==> src/rtl/serial_rx_deser_if.sv <==
// Receive-side handshake bundle for serial_rx_deser: the parallel word, its
// valid/ready pair and the status flags.
interface serial_rx_deser_if #(
  parameter int WIDTH = 32
);
  logic [WIDTH-1:0] rxData;
  logic             rxValid;
  logic             rxReady;
  logic             rxErr;
  logic             rxOvr;
  logic             rxBusy;

  modport master (
    output rxData,
    output rxValid,
    output rxErr,
    output rxOvr,
    output rxBusy,
    input  rxReady
  );

  modport slave (
    input  rxData,
    input  rxValid,
    input  rxErr,
    input  rxOvr,
    input  rxBusy,
    output rxReady
  );
endinterface

==> src/rtl/serial_rx_deser.sv <==
// Rebuilds DataOut/clkTx/DOutValid serial frames into parallel words behind a
// valid/ready holding register. Optional frame counter: SERIAL_RX_FRAME_CNT_EN.
module serial_rx_deser #(
  parameter int WIDTH = 32,
  parameter int CNT_W = 6
) (
  input  logic clk,
  input  logic reset,
  input  logic DOutValid,
  input  logic DataOut,
  input  logic clkTx,
  serial_rx_deser_if.master rxIf
`ifdef SERIAL_RX_FRAME_CNT_EN
  ,
  output logic [15:0] frameCnt
`endif
);

  typedef enum logic [1:0] {
    IDLE,
    SHIFT,
    TAIL
  } StateT;

  localparam logic [CNT_W-1:0] LastCnt = CNT_W'(WIDTH);

  StateT            state;
  logic             vQ;
  logic             dQ;
  logic             cQ;
  logic             cQQ;
  logic             primed;
  logic             armed;
  logic [CNT_W-1:0] cnt;
  logic [WIDTH-2:0] sh;

  logic             bitStb;
  logic [WIDTH-1:0] shNext;
  logic [CNT_W-1:0] cntNext;
  logic             frameDone;
  logic             canLoad;

  assign bitStb    = cQ & ~cQQ;
  assign shNext    = {sh, dQ};
  assign cntNext   = cnt + 1'b1;
  assign frameDone = (state == SHIFT) && bitStb && (cntNext == LastCnt);
  assign canLoad   = !rxIf.rxValid || rxIf.rxReady;

  // primed marks that vQ holds a real sample; armed then waits for vQ low so a
  // frame already in flight when reset releases is never picked up halfway.
  always_ff @(posedge clk or negedge reset) begin
    if (!reset) begin
      state        <= IDLE;
      vQ           <= 1'b0;
      dQ           <= 1'b0;
      cQ           <= 1'b0;
      cQQ          <= 1'b0;
      primed       <= 1'b0;
      armed        <= 1'b0;
      cnt          <= '0;
      sh           <= '0;
      rxIf.rxData  <= '0;
      rxIf.rxValid <= 1'b0;
      rxIf.rxErr   <= 1'b0;
      rxIf.rxOvr   <= 1'b0;
      rxIf.rxBusy  <= 1'b0;
`ifdef SERIAL_RX_FRAME_CNT_EN
      frameCnt     <= '0;
`endif
    end else begin
      vQ     <= DOutValid;
      dQ     <= DataOut;
      cQ     <= clkTx;
      cQQ    <= cQ;
      primed <= 1'b1;
      if (primed && !vQ) begin
        armed <= 1'b1;
      end
      rxIf.rxErr <= 1'b0;

      if (rxIf.rxValid && rxIf.rxReady) begin
        rxIf.rxValid <= 1'b0;
        rxIf.rxOvr   <= 1'b0;
      end

      unique case (state)
        IDLE: begin
          cnt <= '0;
          if (vQ && armed) begin
            state       <= SHIFT;
            rxIf.rxBusy <= 1'b1;
            if (bitStb) begin
              sh  <= shNext[WIDTH-2:0];
              cnt <= CNT_W'(1);
            end
          end
        end

        SHIFT: begin
          if (frameDone) begin
            state <= TAIL;
            cnt   <= '0;
            if (canLoad) begin
              rxIf.rxData  <= shNext;
              rxIf.rxValid <= 1'b1;
`ifdef SERIAL_RX_FRAME_CNT_EN
              frameCnt     <= frameCnt + 16'd1;
`endif
            end else begin
              rxIf.rxOvr <= 1'b1;
            end
          end else begin
            if (bitStb) begin
              sh  <= shNext[WIDTH-2:0];
              cnt <= cntNext;
            end
            // Any bit on this cycle was taken above; the frame is still short.
            if (!vQ) begin
              rxIf.rxErr  <= 1'b1;
              state       <= IDLE;
              rxIf.rxBusy <= 1'b0;
              cnt         <= '0;
            end
          end
        end

        TAIL: begin
          if (bitStb) begin
            rxIf.rxErr <= 1'b1;
          end
          if (!vQ) begin
            state       <= IDLE;
            rxIf.rxBusy <= 1'b0;
          end
        end

        default: begin
          state       <= IDLE;
          rxIf.rxBusy <= 1'b0;
        end
      endcase
    end
  end

endmodule

==> src/flat_wrapper.sv <==
// flat-port wrapper written by rule: the top's interface ports become plain ports
module serial_rx_deser_flat 
#(
  parameter int WIDTH = 32,
  parameter int CNT_W = 6
)
  (clk, reset, DOutValid, DataOut, clkTx, rxIf_rxData, rxIf_rxValid, rxIf_rxErr, rxIf_rxOvr, rxIf_rxBusy, rxIf_rxReady);
  serial_rx_deser_if #(.WIDTH(WIDTH)) rxIf_i ();
  input  logic clk;
  input  logic reset;
  input  logic DOutValid;
  input  logic DataOut;
  input  logic clkTx;
  output wire logic [$bits(rxIf_i.rxData)-1:0] rxIf_rxData;
  output wire logic [$bits(rxIf_i.rxValid)-1:0] rxIf_rxValid;
  output wire logic [$bits(rxIf_i.rxErr)-1:0] rxIf_rxErr;
  output wire logic [$bits(rxIf_i.rxOvr)-1:0] rxIf_rxOvr;
  output wire logic [$bits(rxIf_i.rxBusy)-1:0] rxIf_rxBusy;
  input wire logic [$bits(rxIf_i.rxReady)-1:0] rxIf_rxReady;
  assign rxIf_rxData = rxIf_i.rxData;
  assign rxIf_rxValid = rxIf_i.rxValid;
  assign rxIf_rxErr = rxIf_i.rxErr;
  assign rxIf_rxOvr = rxIf_i.rxOvr;
  assign rxIf_rxBusy = rxIf_i.rxBusy;
  assign rxIf_i.rxReady = rxIf_rxReady;
  serial_rx_deser #(.WIDTH(WIDTH), .CNT_W(CNT_W)) u_core (.clk(clk), .reset(reset), .DOutValid(DOutValid), .DataOut(DataOut), .clkTx(clkTx), .rxIf(rxIf_i));
endmodule
==> config.mk <==
export PLATFORM = sky130hd
export DESIGN_NAME = serial_rx_deser_flat
export DESIGN_NICKNAME = d
export VERILOG_FILES = /design/src/rtl/serial_rx_deser_if.sv /design/src/rtl/serial_rx_deser.sv /design/src/flat_wrapper.sv
export SDC_FILE = /design/constraint.sdc
export NUM_CORES = 1
export LEC_CHECK = 0
export ABC_AREA = 1
export CAP_MARGIN = 30
export CORE_ASPECT_RATIO = 1.75
export CORE_UTILIZATION = 51
export CTS_BUF_LIST = sky130_fd_sc_hd__clkbuf_8 sky130_fd_sc_hd__clkbuf_16
export DETAILED_ROUTE_END_ITERATION = 10
export PLACE_DENSITY = 0.73
export SYNTH_ARGS = -nofsm -noshare
export SYNTH_HDL_FRONTEND = slang
export SYNTH_SLANG_ARGS = --single-unit
==> constraint.sdc <==
create_clock -name clk -period 3.4 [get_ports clk]
set_clock_uncertainty 0.1 [all_clocks]
set_input_delay 1.02 -clock clk [delete_from_list [all_inputs] [get_ports clk]]
set_output_delay 1.02 -clock clk [all_outputs]
set_load 0.05 [all_outputs]
==> results.md <==
* Run status: completed
* Detailed-route vias per instance at 5.19
* Synth Area per Inst at 9.09 µm²
* Number of vias after detailed routing at 2637
* Library cell appearing most often on the critical path: nand2_1
* Count of boundary I/O pins at 42
* Area post-placement at 3930 µm²
* Total number of yosys warnings at 0
* Clock transition at the registers of the reported paths at 0.06 ns
* Portion of total power attributed to sequential cells at 46.1%
* Area growth from synthesis to layout at 20.7%
* Leakage power figure at 2.14 nW
* Net total in the final layout at 434
* Share of power burned in combinational logic at 16.8%
* Max-slew headroom at the worst pin at 66.0%
* CTS tree: yes
* Filler cell count at 580
* Transition at the pin with the smallest max-transition slack at 0.508 ns
* Root buffer cell: clkbuf_16
* Switching power of the nets at 711 µW
* Number of gates resized after CTS at 0
* Peak supply drop at 446 µV
* Yosys reg bits at 81
* Initial antenna violation count at 0
* Post-CTS Setup Inserts at 0
* Routability Congestion at 0.885
* Gate count of the mapped netlist at 383
* Number of buffers created by CTS at 9
* Endpoint required time on the critical path at 3.52 ns
* Initial standard-cell utilization of the core at 53.3%
* Die span in x at 64.5 µm
* Placed wire-length estimate at 4380 µm
* Critical path startpoint category: flip-flop
* Sequence of cells on the critical path: inv_1 -> ha_1 -> nand2_1 -> nor2_1 -> nand2_1 -> nor2_2 -> nand3_2 -> buf_4 -> nor2_4 -> buf_4 -> nand2_1 -> o21a_1
* Number of DRC markers in iteration 0 at 160
* Routed WL per cell at 13.1 µm
* Largest driver fanout on the critical path at 41
* Vias in the first global route at 2599
* Core Area at 6540 µm²
* Total global-route track usage at 20.9%
* Total global routing overflow at 0
* Final Hold Vio Count at 0
* Std-Cell Rows at 39
* Area of the die at 7180 µm²
* Kind of end point of the critical path: flip-flop
* Pin count of the biggest net entering global routing at 58
* Number of clock sinks seen by CTS at 81
* Max Cap Violations at 0
* Number of unique standard cell types used by synthesis at 30
* Arrival time of data at the critical path endpoint at 2.80 ns
* Final-layout setup total negative slack at 0 ns
* Post-route design area at 4200 µm²
* Count of inserted antenna diode cells at 0
* Net count after synthesis at 395
* Number of iterations in the first detailed-routing pass at 5
* Power per cell area at 579 nW/µm²
* H-tree depth reported by CTS at 3
* Number of buffers on the longest clock path at 2
* Largest incremental delay on the critical path at 0.42 ns
* Count of pins over their slew limit at 0
* Remaining design rule violation count at 0
* Final critical-path required period at 2.68 ns
* Sequential cell area fraction in the yosys report at 58.2%
* Number of hold buffers added after cts at 0
* Later-pin clock latency in the skew report at 0.33 ns
* Wire length of the first global-routing pass at 11600 µm
* Share of the cycle needed by the critical path after routing at 78.7%
* Cell area after synthesis at 3480 µm²
* Number of nets with antenna violations after detailed routing at 0
* P_int at 1.72 mW
* Share of total power in the clock network at 37.2%
* Setup violation total in the final timing report at 0
* Die extent in y at 111 µm
* Share of final-layout standard cells stronger than drive strength 1 at 8.22%
* Switching Fraction at 29.2%
* Crit Path Category: reg -> reg
* RSZ-0062 raised after global routing: false
* Timing-limited maximum frequency at 374 MHz
* Cell type of the slowest stage on the worst timing path: dfrtp_1
* Worst hold path class: reg -> reg
* Buffers added on ports at 41
* Final Routed Wirelength at 6650 µm
-- power by group through the flow --
stage          registers (mW)  clock network [mW]  logic [mW]
3_5_place_dp             1.14                   0       0.411
4_1_cts                  1.12               0.921       0.411
5_1_grt                  1.13               0.967       0.459
6_report                 1.12               0.905       0.408
3_3_place_gp             1.13                   0       0.404
2_1_floorplan            1.17                   0       0.267
-- metal layers --
| metal | share of wire (%) | up-vias | GRT usage (%) |
|---|---|---|---|
| li1 | - | 1305 | - |
| met1 | 42 | 1272 | 25.0 |
| met2 | 53 | 50 | 34.3 |
| met3 | 3.1 | 10 | 5.84 |
| met4 | 2.1 | 0 | 10.1 |
| met5 | 0 | - | 0 |
-- final timing paths --
path	from	end	slack, ns	cells after the start
max	u_core.state[1]$_DFFE_PN0P_	u_core.rxIf.rxData[24]$_DFFE_PN0P_	0.72	12
min	u_core.cQ$_DFF_PN0_	u_core.cQQ$_DFF_PN0_	0.31	0
max in group asynchronous	reset	u_core.rxIf.rxData[3]$_DFFE_PN0P_	2.11	2
min reg2reg	u_core.cQ$_DFF_PN0_	u_core.cQQ$_DFF_PN0_	0.31	0
min in group asynchronous	reset	u_core.sh[26]$_DFFE_PN0P_	0.49	1
max reg2reg	u_core.state[1]$_DFFE_PN0P_	u_core.rxIf.rxData[24]$_DFFE_PN0P_	0.72	12
-- flip-flops by register name, summed over array words and instances (netlist names), 2 cells and up --
name / cells
u_core.sh: 31
u_core.state: 2
u_core.rxIf.rxData: 32
u_core.cnt: 6
-- placed cells by master (no fill, tap or decap), types with 3 or more instances in the layout --
cell,count
inv_1,31
a21oi_1,3
o21ai_0,26
nand3_1,34
nand4_1,3
o21a_1,9
o21ai_2,9
nand2_1,144
nor2_1,6
dfrtp_1,81
clkdlybuf4s50_1,40
ha_1,6
buf_4,5
clkinv_2,3
clkbuf_16,9
-- synthesized netlist by cell type, drive strengths merged --
| library cell | count | area, µm² |
|---|---|---|
| o211ai | 1 | 7.51 |
| nor3 | 1 | 5.00 |
| o31ai | 1 | 7.51 |
| o21a | 9 | 67.6 |
| ha | 6 | 75.1 |
| o21bai | 1 | 7.51 |
| nand3 | 35 | 180 |
| nor2 | 8 | 40.0 |
| conb | 1 | 3.75 |
| clkbuf | 5 | 18.8 |
| nand2 | 146 | 558 |
| a21oi | 4 | 23.8 |
| buf | 13 | 100 |
| o21ai | 36 | 214 |
| a21o | 1 | 7.51 |
| o41ai | 1 | 8.76 |
| inv | 30 | 113 |
| nand4 | 3 | 18.8 |
| dfrtp | 81 | 2030 |
-- cell families (layout without fill, tap and decap cells) --
family / Yosys count / in the layout / synth area share (%)
flip-flops: 81 / 81 / 58.2
adder cells (fa/ha/maj): 6 / 6 / 2.16
AO/OA/AOI/OAI: 54 / 54 / 9.88
buffers and inverters: 48 / 91 / 6.64
other: 1 / 1 / 0.108
AND/OR/NAND/NOR: 193 / 193 / 23.0
-- area by class of cell --
class                   count  area, µm²  area share, %
repair buffers             46        458           10.9
flip-flops and latches     81       2030           48.2
inverters                  30        113           2.68
well taps                  82        103           2.44
clock inverters             6       52.6           1.25
clock buffers               9        225           5.36
multi-input cells         254       1220           29.1
-- critical path: cells and delay by family, from the launching register on --
family                     cells  cell delay, ns
and+or+nand+nor                7            0.81
buffers and inverters          3            0.78
DFF                            1            0.42
adders and majority gates      1            0.34
AOI/OAI and AO/OA              1            0.12
-- metrics by stage --
| step | instances | hold slack, ns | setup WS (ns) | power, mW | utilization (%) |
|---|---|---|---|---|---|
| floorplan | 383 | 0.275 | 1.44 | 1.44 | - |
| global placement | 493 | 0.292 | 0.870 | 1.54 | 60.0 |
| detailed placement | 493 | 0.297 | 0.764 | 1.55 | 60.0 |
| CTS | 508 | 0.309 | 0.735 | 2.45 | 64.3 |
| global route | 508 | 0.340 | 0.480 | 2.56 | 64.3 |
| finish | 508 | 0.310 | 0.723 | 2.43 | 64.3 |
Note: power is estimated with default switching activity, not from simulation.
